**config.mk**
```make
export PLATFORM = sky130hd
export DESIGN_NAME = fifomult_param_flat
export DESIGN_NICKNAME = d
export VERILOG_FILES = /design/src/rtl/fifomult_if.sv /design/src/rtl/fifomult_param.sv /design/src/flat_wrapper.sv
export SDC_FILE = /design/constraint.sdc
export NUM_CORES = 1
export LEC_CHECK = 0
export ABC_AREA = 1
export CAP_MARGIN = 20
export CORE_MARGIN = 1
export CORE_UTILIZATION = 25
export DETAILED_ROUTE_END_ITERATION = 10
export PLACE_DENSITY_LB_ADDON = 0.15
export SLEW_MARGIN = 10
export SYNTH_ARGS = -nofsm -noshare
export SYNTH_HDL_FRONTEND = slang
export SYNTH_SLANG_ARGS = --single-unit
```
**constraint.sdc**
```tcl
create_clock -name clk -period 5.45 [get_ports clk]
set_input_delay 0.545 -clock clk [delete_from_list [all_inputs] [get_ports clk]]
set_output_delay 0.545 -clock clk [all_outputs]
set_load 0.02 [all_outputs]
```
**src/rtl/fifomult_if.sv**
```systemverilog
// Operand/result bus of the parity-checked FIFO multiplier: operand write side,
// result handshake side and the occupancy readback.
interface fifomult_if #(
  parameter int DATA_W     = 16,
  parameter int FIFO_DEPTH = 8
);
  localparam int CW = $clog2(FIFO_DEPTH) + 1;

  logic                  din_valid;
  logic [DATA_W-1:0]     din;
  logic                  din_parity;
  logic                  din_ready;
  logic                  dout_valid;
  logic [2*DATA_W-1:0]   dout;
  logic                  dout_parity;
  logic                  dout_err;
  logic                  dout_ready;
  logic [CW-1:0]         fifo_count;

  modport master (
    output din_valid, din, din_parity, dout_ready,
    input  din_ready, dout_valid, dout, dout_parity, dout_err, fifo_count
  );

  modport slave (
    input  din_valid, din, din_parity, dout_ready,
    output din_ready, dout_valid, dout, dout_parity, dout_err, fifo_count
  );
endinterface

```
**src/rtl/fifomult_param.sv**
```systemverilog
// Parity-checked operand FIFO feeding a pairwise unsigned multiplier; results are
// held under backpressure with a regenerated parity bit and an operand-error flag.
module fifomult_param #(
  parameter int DATA_W     = 16,
  parameter int FIFO_DEPTH = 8,
  parameter int PARITY_ODD = 0
) (
  input  logic      clk,
  input  logic      rst_n,
  input  logic      flush,
  fifomult_if.slave bus
);
  localparam int   AW  = $clog2(FIFO_DEPTH);
  localparam int   CW  = AW + 1;
  localparam int   PW  = 2 * DATA_W;
  localparam logic ODD = (PARITY_ODD != 0);

  localparam logic [1:0] S_IDLE   = 2'd0;
  localparam logic [1:0] S_POP_B  = 2'd1;
  localparam logic [1:0] S_MULT   = 2'd2;
  localparam logic [1:0] S_RESULT = 2'd3;

  function automatic logic par_op(input logic [DATA_W-1:0] d);
    return (^d) ^ ODD;
  endfunction

  function automatic logic par_res(input logic [PW-1:0] d);
    return (^d) ^ ODD;
  endfunction

  logic [1:0]        state_q, state_d;
  logic [AW-1:0]     wr_ptr_q, wr_ptr_d, rd_ptr_q, rd_ptr_d;
  logic [CW-1:0]     count_q, count_d;
  logic [DATA_W:0]   mem_q [FIFO_DEPTH];
  logic [DATA_W:0]   a_q, a_d, b_q, b_d;
  logic [PW-1:0]     dout_q, dout_d;
  logic              dout_valid_q, dout_valid_d;
  logic              dout_parity_q, dout_parity_d;
  logic              dout_err_q, dout_err_d;

  logic              full, push, pop, op_err;
  logic [DATA_W:0]   head, wr_word;
  logic [PW-1:0]     prod;

  // Each FIFO entry carries its own parity-error bit so the check travels with the word.
  assign full    = (count_q == CW'(FIFO_DEPTH));
  assign push    = bus.din_valid && !full;
  assign head    = mem_q[rd_ptr_q];
  assign wr_word = {bus.din_parity != par_op(bus.din), bus.din};
  assign prod    = PW'(a_q[DATA_W-1:0]) * PW'(b_q[DATA_W-1:0]);
  assign op_err  = a_q[DATA_W] | b_q[DATA_W];

  always_comb begin
    state_d       = state_q;
    a_d           = a_q;
    b_d           = b_q;
    dout_d        = dout_q;
    dout_valid_d  = dout_valid_q;
    dout_parity_d = dout_parity_q;
    dout_err_d    = dout_err_q;
    pop           = 1'b0;
    case (state_q)
      S_IDLE: begin
        if (count_q >= CW'(2)) begin
          a_d     = head;
          pop     = 1'b1;
          state_d = S_POP_B;
        end
      end
      S_POP_B: begin
        b_d     = head;
        pop     = 1'b1;
        state_d = S_MULT;
      end
      S_MULT: begin
        dout_d        = op_err ? '0 : prod;
        dout_err_d    = op_err;
        dout_parity_d = par_res(dout_d);
        dout_valid_d  = 1'b1;
        state_d       = S_RESULT;
      end
      S_RESULT: begin
        if (dout_valid_q && bus.dout_ready) begin
          dout_valid_d = 1'b0;
          state_d      = S_IDLE;
        end
      end
      default: state_d = S_IDLE;
    endcase
  end

  // Pointers wrap naturally because FIFO_DEPTH is a power of two.
  always_comb begin
    wr_ptr_d = wr_ptr_q + AW'(push);
    rd_ptr_d = rd_ptr_q + AW'(pop);
    count_d  = count_q + CW'(push) - CW'(pop);
  end

  always_ff @(posedge clk or negedge rst_n) begin
    if (!rst_n) begin
      state_q       <= S_IDLE;
      wr_ptr_q      <= '0;
      rd_ptr_q      <= '0;
      count_q       <= '0;
      dout_q        <= '0;
      dout_valid_q  <= 1'b0;
      dout_parity_q <= 1'b0;
      dout_err_q    <= 1'b0;
    end else if (flush) begin
      state_q       <= S_IDLE;
      wr_ptr_q      <= '0;
      rd_ptr_q      <= '0;
      count_q       <= '0;
      dout_q        <= '0;
      dout_valid_q  <= 1'b0;
      dout_parity_q <= 1'b0;
      dout_err_q    <= 1'b0;
    end else begin
      state_q       <= state_d;
      wr_ptr_q      <= wr_ptr_d;
      rd_ptr_q      <= rd_ptr_d;
      count_q       <= count_d;
      dout_q        <= dout_d;
      dout_valid_q  <= dout_valid_d;
      dout_parity_q <= dout_parity_d;
      dout_err_q    <= dout_err_d;
    end
  end

  // Storage and operand latches need no reset: the FSM never consumes them unless filled.
  always_ff @(posedge clk) begin
    a_q <= a_d;
    b_q <= b_d;
    if (push && !flush) mem_q[wr_ptr_q] <= wr_word;
  end

  assign bus.din_ready   = !full;
  assign bus.dout_valid  = dout_valid_q;
  assign bus.dout        = dout_q;
  assign bus.dout_parity = dout_parity_q;
  assign bus.dout_err    = dout_err_q;
  assign bus.fifo_count  = count_q;
endmodule

```
**src/flat_wrapper.sv**
```systemverilog
// flat-port wrapper written by rule: the top's interface ports become plain ports
module fifomult_param_flat 
#(
  parameter int DATA_W     = 16,
  parameter int FIFO_DEPTH = 8,
  parameter int PARITY_ODD = 0
)
  (clk, rst_n, flush, bus_din_valid, bus_din, bus_din_parity, bus_dout_ready, bus_din_ready, bus_dout_valid, bus_dout, bus_dout_parity, bus_dout_err, bus_fifo_count);
  fifomult_if #(.DATA_W(DATA_W), .FIFO_DEPTH(FIFO_DEPTH)) bus_i ();
  input  logic clk;
  input  logic rst_n;
  input  logic flush;
  input wire logic [$bits(bus_i.din_valid)-1:0] bus_din_valid;
  input wire logic [$bits(bus_i.din)-1:0] bus_din;
  input wire logic [$bits(bus_i.din_parity)-1:0] bus_din_parity;
  input wire logic [$bits(bus_i.dout_ready)-1:0] bus_dout_ready;
  output wire logic [$bits(bus_i.din_ready)-1:0] bus_din_ready;
  output wire logic [$bits(bus_i.dout_valid)-1:0] bus_dout_valid;
  output wire logic [$bits(bus_i.dout)-1:0] bus_dout;
  output wire logic [$bits(bus_i.dout_parity)-1:0] bus_dout_parity;
  output wire logic [$bits(bus_i.dout_err)-1:0] bus_dout_err;
  output wire logic [$bits(bus_i.fifo_count)-1:0] bus_fifo_count;
  assign bus_i.din_valid = bus_din_valid;
  assign bus_i.din = bus_din;
  assign bus_i.din_parity = bus_din_parity;
  assign bus_i.dout_ready = bus_dout_ready;
  assign bus_din_ready = bus_i.din_ready;
  assign bus_dout_valid = bus_i.dout_valid;
  assign bus_dout = bus_i.dout;
  assign bus_dout_parity = bus_i.dout_parity;
  assign bus_dout_err = bus_i.dout_err;
  assign bus_fifo_count = bus_i.fifo_count;
  fifomult_param #(.DATA_W(DATA_W), .FIFO_DEPTH(FIFO_DEPTH), .PARITY_ODD(PARITY_ODD)) u_core (.clk(clk), .rst_n(rst_n), .flush(flush), .bus(bus_i));
endmodule
```
Word level (Yosys, flattened, before mapping)
Memories as Yosys holds them, arrays and structs flattened.
Index checks and enable logic that the tools add are counted.
- shift operators: 0
- multiplexer cells: 21
- $lt $le $gt $ge: 1
- div/mod/pow operators: 0
- add/subtract/negate cells: 4
- equality and inequality tests: 7
- multipliers: 1
- reduce and logical (&&, ||, !) cells: 13
- bitwise logic cells: 1
- operator list (kind ; number):
    $mux 32 ; 3
    $mul 16x16->32 ; 1
    $reduce_xor 32->1 ; 1
    $reduce_xor 16->1 ; 1
    $mux 1 ; 9
    $pmux 2 s4 ; 1
    $add 3x1->3 ; 2
    $mux 2 ; 3
    $mux 3 ; 2
    $ne 3x2->1 const B ; 2
    $reduce_and 2->1 ; 3
    $add 4x1->4 ; 1
    $eq 2x2->1 const B ; 2
    $eq 4x4->1 const B ; 1
    $ge 4x2->1 const B ; 1
    $mux 4 ; 1
    $pmux 1 s2 ; 2
    $sub 4x1->4 ; 1
    $logic_and 1x1->1 ; 3
    $reduce_bool 3->1 ; 1
    $eq 2x1->1 const B ; 1
    $logic_not 1->1 ; 2
    $logic_not 2->1 ; 1
    $reduce_bool 2->1 ; 1
    other kinds (2) ; 2
- bits in read-only memories: 0
- bits in writable memories: 136
- bits in registers: 81
- word-level logic and storage cells: 59
- output and inout port bits: 40
- bits in latches: 0
- memories: 1
- input bits: 22
- memory list (name ; words ; bits a word ; rd ports ; clocked after Yosys merged registers in ; write ports ; line ; source):
    u_core.mem_q ; 8 ; 17 ; 1 ; 0 ; 1 ; fifomult_param.sv:34 ; logic [DATA_W:0] mem_q [FIFO_DEPTH];

Logic depth before layout (Yosys ltp)
Gate-level depths: netlist of run 1.
- depth after elaboration: 6
- gate-level depth with buffers: 37
- mapped depth without buffers: 35

Worst setup path before layout of run 1
OpenSTA, ideal clock, no wires.
- kind: register -> register
- from: reg u_core.a_q[7]
- to: reg u_core.dout_parity_q (netlist: u_core.bus.dout_parity)
- cell stages (with the launch flop): 35
- path buffers: 2
- data required time: 5.332 ns
- arrival time: 5.698 ns
- clock period less this slack: 5.816 ns
- path slack: -0.366 ns
- library setup time: 0.118 ns
- cells stage by stage: edfxtp_1 clkbuf_1 clkbuf_1 nand2_1 fa_1 inv_1 fa_1 inv_1 fa_1 inv_1 fa_1 fa_1 inv_1 fa_1 inv_1 ha_1 nand2_1 nor2_1 nand2_1 nor2_1 nand2_1 nand4_1 nand3_1 nand2_1 inv_1 nor2_2 nand2_1 nand2_1 nand2_1 nand2_1 nand2_1 nand2_1 nand2_1 nand3_1 nand2_1
- cells in the longest elaborated chain, start to end: 5
- ends and longest elaborated chain (item ; line ; source):
    start, declared ; fifomult_param.sv:35 ; logic [DATA_W:0] a_q, a_d, b_q, b_d;
    start signal, assigned ; fifomult_param.sv:132 ; a_q <= a_d;
    $mul 16x16->32 ; fifomult_param.sv:50 ; assign prod = PW'(a_q[DATA_W-1:0]) * PW'(b_q[DATA_W-1:0]);
    $mux 32 ; fifomult_param.sv:76 ; dout_d = op_err ? '0 : prod;
    $reduce_xor 32->1 ; fifomult_param.sv:28 ; return (^d) ^ ODD;
    $mux 1 ; fifomult_param.sv:62 ; case (state_q)
    $mux 1 ; fifomult_param.sv:109 ; end else if (flush) begin
    end signal, assigned ; fifomult_param.sv:125 ; dout_parity_q <= dout_parity_d;
    end, declared ; fifomult_param.sv:38 ; logic dout_parity_q, dout_parity_d;
Every way passes these cells. The select of a mux whose other input is x is not followed.
A chain may end at the register's enable or synchronous reset.

Worst setup path in the final report of run 1
- from: reg u_core.b_q[4]
- to: reg u_core.dout_parity_q (netlist: u_core.bus.dout_parity)
- cells in the longest elaborated chain, start to end: 5
- ends and longest elaborated chain (item ; line ; source):
    start, declared ; fifomult_param.sv:35 ;
    start signal, assigned ; fifomult_param.sv:133 ; b_q <= b_d;
    $mul 16x16->32 ; fifomult_param.sv:50 ;
    $mux 32 ; fifomult_param.sv:76 ;
    $reduce_xor 32->1 ; fifomult_param.sv:28 ;
    $mux 1 ; fifomult_param.sv:62 ;
    $mux 1 ; fifomult_param.sv:109 ;
Every way passes these cells. The select of a mux whose other input is x is not followed.

==> implementation parameters, run 1 <==
Parameter                              Value

Clock tree
  Clock latency on the worst-skew pair ... 540 ps
  CTS tree ... built
  Hold-fix buffer count after cts ... 0
  Post-CTS clock slew at the launch and capture registers of the worst setup and hold paths ... 70 ps
  H-tree Lvls ... 1
  Clock Tree Root ... clkbuf_16
  Number of buffers between clock root and the deepest sink ... 3
  Number of CTS-inserted buffers ... 25
  Total clock sinks ... 217

Logic synthesis
  Number of synthesized register bits ... 217
  Dominant register cell in the synthesized netlist ... edfxtp_1
  Compound-cell area share of the yosys netlist ... 5.21%
  Distinct cell type count of the synthesized netlist ... 34
  XOR/XNOR share of the synthesized area ... 1.36%
  Net Count, Synth ... 2544
  Ys Warns ... 0
  Avg Inst Size Synth ... 8.44 sq um
  Cell type contributing the most total cell area after synthesis ... edfxtp_1
  Syn Inst Count ... 2208
  Synthesized-area fraction occupied by adder cells ... 28.9%
  Count of flip-flops with a built-in enable after synthesis ... 170
  Combinational family with the most area after synthesis ... adder cells
  Post-synthesis mux area share ... 0%
  Summed instance area of the synthesized netlist ... 18600 sq um
  Area share of the largest cell type after synthesis ... 27.4%
  Sequential fraction of the synthesis area ... 33.7%
  Area fraction in and, or, nand and nor cells after synthesis ... 18.7%
  Asr flop ratio synth ... 21.7%
  Main area contributors after synthesis ... edfxtp_1, fa_1, nand2_1, inv_1, ha_1

Drt
  Vias per std cell ... 4.27
  Wire per inst ... 15.6 um
  Number of remaining DRC errors ... 0
  Detailed router's first-iteration violation count ... 609
  Total vias in the final route ... 14300
  Final Routed Wirelength ... 52500 um
  Count of antenna-violating nets left after detailed routing ... 0
  Drt first pass iters ... 5

Die
  Height of the die ... 275 um
  Number of top-level pins ... 62
  Effective utilization at floorplan ... 25.4%
  Die W ... 275 um
  Die area ... 75600 sq um
  Core Footprint ... 73300 sq um
  Number of standard-cell rows in the floorplan ... 99

Setup path
  Largest fanout on the critical path ... 12
  Type of element launching the critical path ... flip-flop
  Arrival time worst endpoint ... 6370 ps
  Largest delay share family, worst path ... adder cells
  Longest individual stage delay on the worst path ... 560 ps
  Sort of element at the end of the critical path ... flip-flop
  Classification of the worst setup path ... reg -> reg
  Required time of the critical path ... 5890 ps
  Total buffers and inverters traversed by the critical path ... 12
  Cell with the largest stage delay on the worst path ... fa_2

Global routing
  Overall Global Routing Usage ... 14.4%
  Antenna violations before repair ... 2
  Grt total ovfl ... 0
  Largest net degree at the start of global routing ... 53
  First-pass GRT wire length ... 84800 um
  Vias in the first global route ... 15400

Final layout
  NumNets Final ... 2718
  Count of filler cells inserted in the layout ... 7791
  Post-layout instance area ... 23300 sq um
  Footprint of the flip-flops and latches ... 6280 sq um
  Area added between synthesis and finish ... 24.8%
  Multi-input gate area ... 10900 sq um
  Fraction of final layout cells with drive strength greater than 1 ... 17.0%

Flow run
  Max capacitance violation total ... 0

Status
  Status ... finished with violations
  Violations in the final reports ... setup timing

STA
  Fin crit share ... 109%
  Count of final max-slew check failures ... 0
  Final worst path period need ... 5940 ps
  RSZ-0062 raised after global routing ... true
  Worst slew pin tran ... 1180 ps
  Hold violation total from the final report ... 0
  Max Clk Rate ... 168 MHz
  Number of setup violations in the final report ... 4
  Maximum clock skew at final layout ... 25.4 ps
  Worst-case setup margin in the final layout ... -489 ps
  Worst-case headroom to the max-slew limit ... 21.5%

Min path
  Worst hold-check path type ... in -> async

Place
  PortBufs ... 61
  Cell area after placement ... 21700 sq um
  Routability Congestion ... 0.812
  Placed wire-length estimate ... 40500 um
[layout make-up]
cell class,count,area share (%)
Multi-Input combinational cell,1395,46.7
Sequential cell,217,27.0
Timing Repair Buffer,246,9.88
Inverter,497,8.02
Tap cell,959,5.16
Clock buffer,35,2.94
Clock inverter,8,0.312
Antenna cell,1,0.0108
[Yosys cell counts, drive strengths merged (6+ instances only)]
master	instances
a21oi	27
a31oi	18
clkbuf	93
dfrtp	47
edfxtp	170
fa	195
ha	119
inv	496
nand2	605
nand3	56
nand4	9
nor2	187
o21ai	118
o22ai	17
or2	6
xnor2	18
xor2	11
[flip-flops by register name, indices dropped and copies added (netlist names)]
name and cells:
u_core.rd_ptr_q 3, u_core.state_q 2, u_core.bus.dout_parity 1, u_core.bus.fifo_count 4
u_core.bus.dout_valid 1, u_core.bus.dout 32, u_core.bus.dout_err 1, u_core.mem_q 136
u_core.wr_ptr_q 3, u_core.b_q 17, u_core.a_q 17
[stage by stage]
step / std cells / utilization, % / worst slack, ps / hold slack [ps] / TNS [ps]
after detailed placement: 3294 / 29.6 / -664 / 471 / -2500
after global placement: 3294 / 29.6 / -637 / 465 / -2280
after floorplan: 2208 / - / -50.0 / 249 / -50.0
after global routing: 3357 / 31.7 / -830 / 140 / -4910
after CTS: 3349 / 31.1 / -490 / 93.1 / -1370
final: 3358 / 31.7 / -489 / 99.5 / -997
[worst paths after layout]
check	cells past startpoint	endpoint	from	slack, ps
setup / recovery	34	u_core.bus.dout_parity	u_core.b_q[4]	-490
hold / removal	2	u_core.bus.dout[18]	rst_n	100
setup reg to reg	34	u_core.bus.dout_parity	u_core.b_q[4]	-490
hold reg to reg	1	u_core.rd_ptr_q[2]	u_core.rd_ptr_q[2]	470
max in group asynchronous	2	u_core.rd_ptr_q[0]	rst_n	4880
min in group clk	1	u_core.rd_ptr_q[2]	u_core.rd_ptr_q[2]	470
[placed cells by master, fill, tap and decap left out, drive strengths merged]
master,n
nand3b,5
xor2,11
nor2,187
nand2,605
a21oi,27
edfxtp,170
buf,186
fa,195
o21ai,118
dfrtp,47
clkinv,5
clkdlybuf4s50,60
nor3,1
ha,119
o21bai,2
nand4,9
a21o,1
or2,6
xnor2,18
a31oi,18
diode,1
bufinv,1
clkbuf,35
o22ai,17
inv,499
nand3,56
[metal layers]
layer	GRT usage [%]	wire length, um	vias up	share of wire, %
met3	1.19	1260	72	2.4
met5	0	0	-	0
li1	-	-	7012	-
met2	26.5	27000	189	51
met4	3.65	1170	0	2.2
met1	18.0	23000	7060	44
[timing repair]
item	CTS	global route
setup endpoints to repair	20	24
setup buffers	12	11
pin swaps	17	40
gates resized for setup	64	133
[cells by family after synthesis]
logic type | Yosys count
AO/OA/AOI/OAI | 183
AND/OR/NAND/NOR | 869
flip-flops | 217
XOR/XNOR | 29
adder cells (fa/ha/maj) | 314
buffers and inverters | 596
Power of run 1 is not shown: default switching activity piles up to over one toggle a cycle in this logic, so the estimate is an artifact.
==> inputs of run 2 (changes only) <==
- SKIP_CTS_REPAIR_TIMING: unset -> 1
- TNS_END_PERCENT: unset -> 10
==> implementation parameters, run 2 (synthesized netlist as in run 1, its figures left out) <==
Parameter                              Value

Final layout
  NumNets Final ... 2701 (-0.63%)
  Post-layout instance area ... 22800 sq um (-2.2%)
  Fraction of final layout cells with drive strength greater than 1 ... 13.0% (-4.0 points)
  Flip-flop count of the largest register after layout ... 136 (unchanged)
  Most common cell after layout, fill and taps aside ... nand2_1
  Count of filler cells inserted in the layout ... 7842 (+0.65%)
  Fin util ... 31.0% (-0.70 points)
  Most frequent cells in the layout ... nand2_1, inv_1, fa_1, edfxtp_1, nor2_1
  Footprint of the flip-flops and latches ... 6280 sq um (unchanged)
  Multi-input gate area ... 10500 sq um (-2.9%)
  Area added between synthesis and finish ... 22.1%
  Most flops, register ... u_core.mem_q

STA
  Worst-case headroom to the max-slew limit ... 36.1% (+15 points)
  Final worst path period need ... 5950 ps (+10.5 ps)
  Max Clk Rate ... 168 MHz (-0.18%)
  Worst slew pin tran ... 957 ps (-218 ps)
  RSZ-0062 raised after global routing ... true
  Worst-case setup margin in the final layout ... -499 ps (-10.5 ps)
  Hold violation total from the final report ... 0 (unchanged)
  Maximum clock skew at final layout ... 25.0 ps (-0.456 ps)
  Final total negative setup slack ... -506 ps (+492 ps)
  Count of final max-slew check failures ... 0 (unchanged)
  Number of setup violations in the final report ... 2 (-2)
  Fin crit share ... 109% (+0.19 points)

Flow run
  Max capacitance violation total ... 0 (unchanged)

Setup path
  Crit. Startpoint ... u_core.a_q[5]
  Type of element launching the critical path ... flip-flop
  Classification of the worst setup path ... reg -> reg
  Setup slack, reg-to-reg ... -500 ps (about the same)
  Arrival time worst endpoint ... 6390 ps (+20 ps)
  Largest fanout on the critical path ... 7 (-5)
  End of the worst register-to-register path ... u_core.bus.dout_parity
  Startpoint of the worst-slack reg-to-reg timing path ... u_core.a_q[5]
  Cell repeated most along the worst path ... nand2_1
  Sort of element at the end of the critical path ... flip-flop
  Critical path capture point ... u_core.bus.dout_parity
  Longest individual stage delay on the worst path ... 540 ps (-20 ps)
  Cell with the largest stage delay on the worst path ... fa_1
  Logic depth of the worst register-to-register path ... 33 (-2.9%)
  Required time of the critical path ... 5890 ps (about the same)

Clock tree
  Number of CTS-inserted buffers ... 25 (unchanged)
  Total clock sinks ... 217 (unchanged)
  H-tree Lvls ... 1 (unchanged)
  Number of buffers between clock root and the deepest sink ... 3 (unchanged)
  Post-CTS clock slew at the launch and capture registers of the worst setup and hold paths ... 60 ps (about the same)
  CTS tree ... built
  Clock latency on the worst-skew pair ... 540 ps (about the same)
  Clock Tree Root ... clkbuf_16

Global routing
  Overall Global Routing Usage ... 14.4% (-0.057 points)
  Largest net degree at the start of global routing ... 53 (unchanged)
  Antenna violations before repair ... 2 (unchanged)
  Grt total ovfl ... 0 (unchanged)
  First-pass GRT wire length ... 84400 um (-0.46%)
  Vias in the first global route ... 15200 (-0.96%)

Place
  Placed wire-length estimate ... 40500 um (unchanged)
  Routability Congestion ... 0.812 (unchanged)
  Cell area after placement ... 21700 sq um (unchanged)
  PortBufs ... 61 (unchanged)

Drt
  Vias per std cell ... 4.24 (-0.75%)
  Number of remaining DRC errors ... 0 (unchanged)
  Drt first pass iters ... 5 (unchanged)
  Final Routed Wirelength ... 52000 um (-0.87%)
  Wire per inst ... 15.6 um (-0.36%)
  Detailed router's first-iteration violation count ... 585 (-3.9%)
  Total vias in the final route ... 14200 (-1.2%)
  Count of antenna-violating nets left after detailed routing ... 0 (unchanged)

Die
  Height of the die ... 275 um (unchanged)
  Die W ... 275 um (unchanged)
  Effective utilization at floorplan ... 25.4% (unchanged)
  Core Footprint ... 73300 sq um (unchanged)
  Number of top-level pins ... 62 (unchanged)
  Die area ... 75600 sq um (unchanged)
  Number of standard-cell rows in the floorplan ... 99 (unchanged)

Status
  Status ... finished with violations
  Violations in the final reports ... setup timing

Min path
  Worst hold-check path type ... in -> async
==> run 2: critical path: cells and delay by family (launching register included) <==
kind,cells,cell delay [ps]
fa+ha+maj,7,3230
simple gates,20,1700
flops,1,480
buf+inv,6,470
==> run 2: metrics by stage <==
step	hold WS [ps]	setup WS (ps)	std cells
after global routing	140	-931	3340
after global placement	465	-637	3294
after detailed placement	471	-664	3294
after floorplan	249	-50.0	2208
final	102	-499	3341
after CTS	93.1	-634	3337
==> run 2: how the worst min path moves through the flow <==
| stage | to | slack [ps] | cells after the start |
|---|---|---|---|
| floorplan | u_core.bus.dout[0] | 250 | 0 |
| global placement | u_core.rd_ptr_q[2] | 460 | 1 |
| detailed placement | u_core.rd_ptr_q[2] | 470 | 1 |
| CTS | u_core.bus.dout[18] | 90 | 2 |
| global route | u_core.bus.dout[14] | 140 | 2 |
| finish | u_core.bus.dout[15] | 100 | 2 |
==> run 2: routing by layer <==
metal / up-vias / global-route usage [%] / wire [um]
li1: 6983 / - / -
met1: 6927 / 18.0 / 22900
met2: 172 / 26.3 / 26600
met3: 72 / 1.19 / 1350
met4: 0 / 3.63 / 1180
met5: - / 0 / 0
==> run 2: area by class of cell <==
type	instances	share of cell area, %
clock inverter	8	0.319
antenna	1	0.0110
tap	959	5.27
sequential	217	27.6
inverter	497	8.20
clock buffer	35	3.00
multi-input combinational	1395	46.4
timing repair buffer	229	9.23
Power of run 2 is left out for the same reason.
